## config.mk

```make
export PLATFORM = sky130hd
export DESIGN_NAME = alu_arbiter
export DESIGN_NICKNAME = d
export VERILOG_FILES = /design/src/rtl/alu_arbiter.sv
export SDC_FILE = /design/constraint.sdc
export NUM_CORES = 1
export LEC_CHECK = 0
export ABC_CLOCK_PERIOD_IN_PS = 2000
export CAP_MARGIN = 15
export CORE_MARGIN = 4
export CORE_UTILIZATION = 38
export CTS_CLUSTER_SIZE = 40
export DETAILED_ROUTE_END_ITERATION = 12
export PLACE_DENSITY_LB_ADDON = 0.2
export SYNTH_ARGS = -nofsm -noshare
export SYNTH_HDL_FRONTEND = slang
export SYNTH_SLANG_ARGS = --single-unit
```

## constraint.sdc

```tcl
create_clock -name clk -period 2 [get_ports clk]
set_clock_uncertainty 0.2 [all_clocks]
set_input_delay 0.4 -clock clk [delete_from_list [all_inputs] [get_ports clk]]
set_output_delay 0.4 -clock clk [all_outputs]
set_load 0.02 [all_outputs]
```

## src/rtl/alu_arbiter.sv

```systemverilog
// rtl/alu_arbiter.sv - round-robin sharing of one combinational ALU between two requesters
// Accepts one operation per three cycles: IDLE (grant) -> EXEC (ALU evaluates) -> RESP (pulse).
module alu_arbiter #(
  parameter int WIDTH = 16,
  parameter int OPW   = 4
) (
  input  logic             clk,
  input  logic             reset,
  input  logic             req0_valid,
  output logic             req0_ready,
  input  logic [OPW-1:0]   req0_inst,
  input  logic [WIDTH-1:0] req0_a,
  input  logic [WIDTH-1:0] req0_b,
  input  logic             req1_valid,
  output logic             req1_ready,
  input  logic [OPW-1:0]   req1_inst,
  input  logic [WIDTH-1:0] req1_a,
  input  logic [WIDTH-1:0] req1_b,
  output logic             resp0_valid,
  output logic             resp1_valid,
  output logic [WIDTH-1:0] resp_data,
  output logic             resp_zero,
  output logic             resp_pos,
  output logic [OPW-1:0]   alu_inst_id,
  output logic [WIDTH-1:0] alu_in0,
  output logic [WIDTH-1:0] alu_in1,
  input  logic [WIDTH-1:0] alu_out
);

  typedef enum logic [1:0] {
    S_IDLE = 2'd0,
    S_EXEC = 2'd1,
    S_RESP = 2'd2
  } state_t;

  state_t           state_q, state_d;
  logic             last_grant_q, last_grant_d;
  logic             owner_q, owner_d;
  logic [OPW-1:0]   inst_q, inst_d;
  logic [WIDTH-1:0] in0_q, in0_d;
  logic [WIDTH-1:0] in1_q, in1_d;
  logic [WIDTH-1:0] data_q, data_d;
  logic             zero_q, zero_d;
  logic             pos_q, pos_d;

  logic gnt0, gnt1, accept;

  // last_grant_q == 1 means requester 1 won last, so requester 0 wins a tie
  always_comb begin
    gnt0 = req0_valid & (~req1_valid | last_grant_q);
    gnt1 = req1_valid & ~gnt0;
  end

  assign req0_ready = (state_q == S_IDLE) & gnt0 & ~reset;
  assign req1_ready = (state_q == S_IDLE) & gnt1 & ~reset;
  assign accept     = req0_ready | req1_ready;

  always_comb begin
    state_d      = state_q;
    last_grant_d = last_grant_q;
    owner_d      = owner_q;
    inst_d       = inst_q;
    in0_d        = in0_q;
    in1_d        = in1_q;
    data_d       = data_q;
    zero_d       = zero_q;
    pos_d        = pos_q;
    case (state_q)
      S_IDLE: begin
        if (accept) begin
          state_d      = S_EXEC;
          owner_d      = gnt1;
          last_grant_d = gnt1;
          inst_d       = gnt1 ? req1_inst : req0_inst;
          in0_d        = gnt1 ? req1_a    : req0_a;
          in1_d        = gnt1 ? req1_b    : req0_b;
        end
      end
      S_EXEC: begin
        state_d = S_RESP;
        data_d  = alu_out;
        zero_d  = (alu_out == '0);
        pos_d   = ~alu_out[WIDTH-1] & (|alu_out);
      end
      S_RESP: begin
        state_d = S_IDLE;
      end
      default: begin
        state_d = S_IDLE;
      end
    endcase
  end

  always_ff @(posedge clk) begin
    if (reset) begin
      state_q      <= S_IDLE;
      last_grant_q <= 1'b1;
      owner_q      <= 1'b0;
      inst_q       <= '0;
      in0_q        <= '0;
      in1_q        <= '0;
      data_q       <= '0;
      zero_q       <= 1'b0;
      pos_q        <= 1'b0;
    end else begin
      state_q      <= state_d;
      last_grant_q <= last_grant_d;
      owner_q      <= owner_d;
      inst_q       <= inst_d;
      in0_q        <= in0_d;
      in1_q        <= in1_d;
      data_q       <= data_d;
      zero_q       <= zero_d;
      pos_q        <= pos_d;
    end
  end

  // Reset in the RESP cycle suppresses the pulse of the in-flight operation
  assign resp0_valid = (state_q == S_RESP) & ~owner_q & ~reset;
  assign resp1_valid = (state_q == S_RESP) &  owner_q & ~reset;

  assign resp_data   = data_q;
  assign resp_zero   = zero_q;
  assign resp_pos    = pos_q;
  assign alu_inst_id = inst_q;
  assign alu_in0     = in0_q;
  assign alu_in1     = in1_q;

endmodule
```

==> After elaboration in Yosys (flattened, before gate mapping) <==
Cells that the tools add are included.
{ "op_classes": {"eq_ne": 3, "n_mux": 5, "bitwise": 18, "reduce_logical": 4} }
{ "op_table": {"columns": ["operator", "count"], "rows": [
  ["16-bit two-way mux", 2],
  ["16-bit zero test", 1],
  ["16-bit OR reduction", 1],
  ["1-bit AND", 11],
  ["1-bit NOT", 5],
  ["4-bit two-way mux", 1],
  ["2-bit one-hot mux with 2 select lines", 1],
  ["2-bit by 1-bit equality test with 1-bit output, second input constant", 1],
  ["2-bit equality test, second input constant", 1],
  ["2-bit zero test", 1],
  ["2-bit two-way mux", 1],
  ["2-bit inequality test, second input constant", 1],
  ["1-bit bitwise OR", 2],
  ["2-bit AND reduction", 1]
]} }
{ "word_totals": {"reg_bits": 58, "inputBits": 92, "out_inout_bits": 58, "elab_cells": 39} }

==> Longest topological paths before layout <==
{ "depth": {"word_depth": 10, "depth_mapped": 6, "ltp_nobuf": 3} }

==> Least setup slack after synthesis <==
No wires, ideal clock.
{ "synth_path": {"path_kind": "input-to-output", "start": "in reset", "end": "out resp0_valid", "arrival_time_ps": 1509, "t_required_ps": 1400, "setup_slack_ps": -109, "cell_stages": 3, "n_path_buf": 2, "path_cell_list": "clkbuf_1 > clkbuf_1 > nor4b_1"} }
{ "synth_via": {"elab_chain_cells": 2} }
{ "synth_lines": {"columns": ["item", "line", "text"], "rows": [
  ["from (decl)", "8", "input logic reset,"],
  ["1-bit NOT", "119", "assign resp0_valid = (state_q == S_RESP) & ~owner_q & ~reset;"],
  ["1-bit AND", "119", null],
  ["to (decl)", "19", "output logic resp0_valid,"]
]} }
No other way between the ends.

==> Worst setup path in the final report <==
{ "layout_path": {"start": "in req1_valid", "end": "out req1_ready"} }
{ "layout_via": {"elab_chain_cells": 7} }
{ "layout_lines": {"columns": ["item", "line", "text"], "rows": [
  ["from (decl)", "14", "input logic req1_valid,"],
  ["1-bit NOT", "50", "gnt0 = req0_valid & (~req1_valid | last_grant_q);"],
  ["1-bit bitwise OR", "50", null],
  ["1-bit AND", "50", null],
  ["1-bit NOT", "51", "gnt1 = req1_valid & ~gnt0;"],
  ["1-bit AND *", "51", null],
  ["1-bit AND * (2 in series)", "55", "assign req1_ready = (state_q == S_IDLE) & gnt1 & ~reset;"],
  ["to (decl)", "15", "output logic req1_ready,"]
]} }
Every way passes the cells marked *; elsewhere a longest branch is shown, timed or not.

==> key figures <==
Cells and area
  • Layout cells sized above 1: around 16%
  • Final Net Count: 549
  • Ant. Diodes: 0
  • Fillcell total: 589
  • Layout area overhead: 70.12%
  • Post-layout util: between 60% and 70%

Yosys
  • EDFF count, synth: 0
  • Register area share after synthesis: about 44%
  • Post-synth cell types: 29
  • Mean post-synth cell area: ~8.6 µm²
  • Synth area leader: dfxtp_1
  • Share of flip-flops with an asynchronous set or reset: 0%
  • Post-synthesis cell count: around 310
  • Post-synth top flop: dfxtp_1
  • Largest cells by area after synthesis: dfxtp_1 44%, a311oi_2 16%, nand2_1 15%, a21oi_1 10%, a311oi_1 2.3%
  • Most frequent cell after synthesis: nand2_1
  • Most frequent cells after synthesis: 105 x nand2_1, 58 x dfxtp_1, 54 x a21oi_1
  • Synthesized Nets: 401
  • Yosys reg bits: between 50 and 60
  • Yosys top cell area share: around 44%
  • Post-Syn Area: 2668 µm²
  • Syn. warnings: 0

STA
  • Final period util: 97.70%
  • Fin. Hold Viols: 0
  • Setup ws final: 0.04590 ns
  • Final setup vio count: 0
  • Hold slack: ~0.25 ns
  • Final critical-path required period: roughly 2.0 ns
  • Tightest Pin Transition: around 0.72 ns
  • Fin. max-slew vios: 0
  • RSZ-0062 raised after global routing: no
  • Slew headroom: 52.30%
  • Fmax: 0.5117 GHz

Clock tree
  • Max clock buf depth: 2
  • Clk Latency, worst-skew pair: 0.33 ns
  • H-tree lvl count: 3
  • CTS Hold Bufs: 0
  • Clock sinks: a little under 60
  • Clk pin slew, worst setup/hold paths: about 0.070 ns
  • TritonCTS clock tree: done
  • Postcts setup bufs: 0
  • Cts bufs inserted: 9
  • Root Driver: clkbuf_8

Setup path
  • Startpoint Class: primary input
  • Crit-path slowest cell: clkdlybuf4s50_1
  • Crit Path Max Fanout: 2
  • Worst path max stage delay: 0.49 ns
  • Worst-path cell chain: clkdlybuf4s50_1 > a21boi_4 > and2_4 > buf_4
  • Crit Path Class: primary input to output port
  • Arr. time, crit path: 1.35 ns
  • Critical Path RT: 1.40 ns
  • Critical path endpoint category: output port

Power
  • Leak: roughly 1.7 nW
  • Power density cells: between 700 and 800 nW/µm²
  • Worst VDD drop: 374.1 µV

Hold path
  • Min-delay worst type: register to register

Global route
  • Pin count of the biggest net entering global routing: 41
  • GRT Residual Overflow: 0
  • First-pass GRT wire length: 13460 µm
  • Vias in the first global route: approximately 2800
  • Initial antenna violation count: 0
  • Total track usage: 20.02%

Detailed routing
  • Final wirelength: between 8000 and 9000 µm
  • DR iter-0 viols: a little over 70
  • Met3 wire length: between 700 and 800 µm
  • Via count: about 2800
  • Post-detailed-route count of antenna-violating nets: 0
  • DR WL met2: ~4000 µm
  • DRC violations left: 0
  • Top Metal Used: met4
  • Vias per cell: just over 5
  • Wire per inst: approximately 15 µm
  • Wl on met1: ~3500 µm
  • Drt first pass iters: 4

Floorplan
  • IO Count: 150
  • Total core area: 6794 µm²
  • Num rows: 30
  • Die Area: 8424 µm²
  • Die Wd: between 90 and 100 µm
  • Die height: slightly above 90 µm
  • Initial Util: just under 40%

Run
  • Max cap viols: 0

Placement
  • IO Port Bufs: around 150
  • Pre-CTS WS: -0.4554 ns
  • Placer Congestion: 0.7350
  • Hpwl dp: roughly 5800 µm

Status
  • Status: finished clean
through the flow:
| step | power (mW) | instances | area, µm² | TNS (ns) |
|---|---|---|---|---|
| finish | 3.569 | 558 | 4538 | 0 |
| global route | 3.736 | 558 | 4538 | 0 |
| CTS | 3.601 | 558 | 4529 | 0 |
| detailed placement | 2.240 | 541 | 4284 | -14.31 |
| global placement | 2.228 | 541 | 4284 | -12.63 |
| floorplan | 1.791 | 309 | 2680 | 0 |
final cells by class:
type / count / area, µm² / area share [%]
Clock inverter: 5 / 100.1 / 2.206
Inverter: 2 / 7.507 / 0.1654
Sequential cell: 58 / 1161 / 25.59
Multi-Input combinational cell: 220 / 1368 / 30.14
Clock buffer: 11 / 151.4 / 3.336
Timing Repair Buffer: 166 / 1630 / 35.92
Tap cell: 96 / 120.1 / 2.647
worst max-delay path, delay by kind of cell:
kind | cells | cell delay (ns)
buffers and inverters | 2 | 0.62
AOI/OAI and AO/OA | 1 | 0.18
and+or+nand+nor | 1 | 0.15
cells by family (layout without fill, tap and decap cells):
logic type / count (synthesis) / count (layout) / synth area share, %
AND/OR/NAND/NOR: 123 / 124 / 19.37
AO/OA/AOI/OAI: 96 / 96 / 30.72
flip-flops: 58 / 58 / 43.53
buffers and inverters: 32 / 184 / 6.379
sequential cells by signal (all words and copies together), names as in the netlist:
| signal | cells |
|---|---|
| alu_in0 | 16 |
| alu_in1 | 16 |
| resp_data | 16 |
| alu_inst_id | 4 |
| state_q | 2 |
| last_grant_q | 1 |
| owner_q | 1 |
| resp_pos | 1 |
| resp_zero | 1 |
cell usage in the layout (no fill, tap or decap), drive strengths merged, types with 2 or more instances in the layout:
cell / instances
buf: 21
nor2: 3
and2: 3
bufinv: 3
inv: 2
clkinv: 2
nand2: 105
nor4: 4
clkdlybuf4s50: 143
a311oi: 36
dfxtp: 58
a21oi: 54
clkbuf: 11
report_power, final:
part	total, mW	switching (mW)	internal [mW]
clock	1.35	0.460	0.892
sequential	1.31	0.0540	1.25
combinational	0.911	0.443	0.467
total	3.57	0.958	2.61
timing repair:
item                                    CTS  global route
resized for setup                        19             3
cloned                                    1             0
pin swaps                                 1             1
endpoints found under the setup margin   40            24
endpoints found under the hold margin     0             0
layer usage:
| metal | vias to the layer above | track usage, % |
|---|---|---|
| met5 | - | 0 |
| met4 | 0 | 7.054 |
| met3 | 12 | 8.039 |
| met2 | 122 | 33.35 |
| met1 | 1288 | 23.21 |
| li1 | 1391 | - |
final timing paths:
kind                              start                    endpoint  slack, ns  cells after the start
max                          req1_valid                  req1_ready       0.05                      4
min          resp_data[11]$_SDFFE_PP0N_  resp_data[11]$_SDFFE_PP0N_       0.25                      2
max reg2reg     state_q[0]$_SDFFE_PP0P_     alu_in0[0]$_SDFFE_PP0P_       0.17                      4
min reg2reg  resp_data[11]$_SDFFE_PP0N_  resp_data[11]$_SDFFE_PP0N_       0.25                      2
Note: power is estimated with default switching activity, not from simulation.
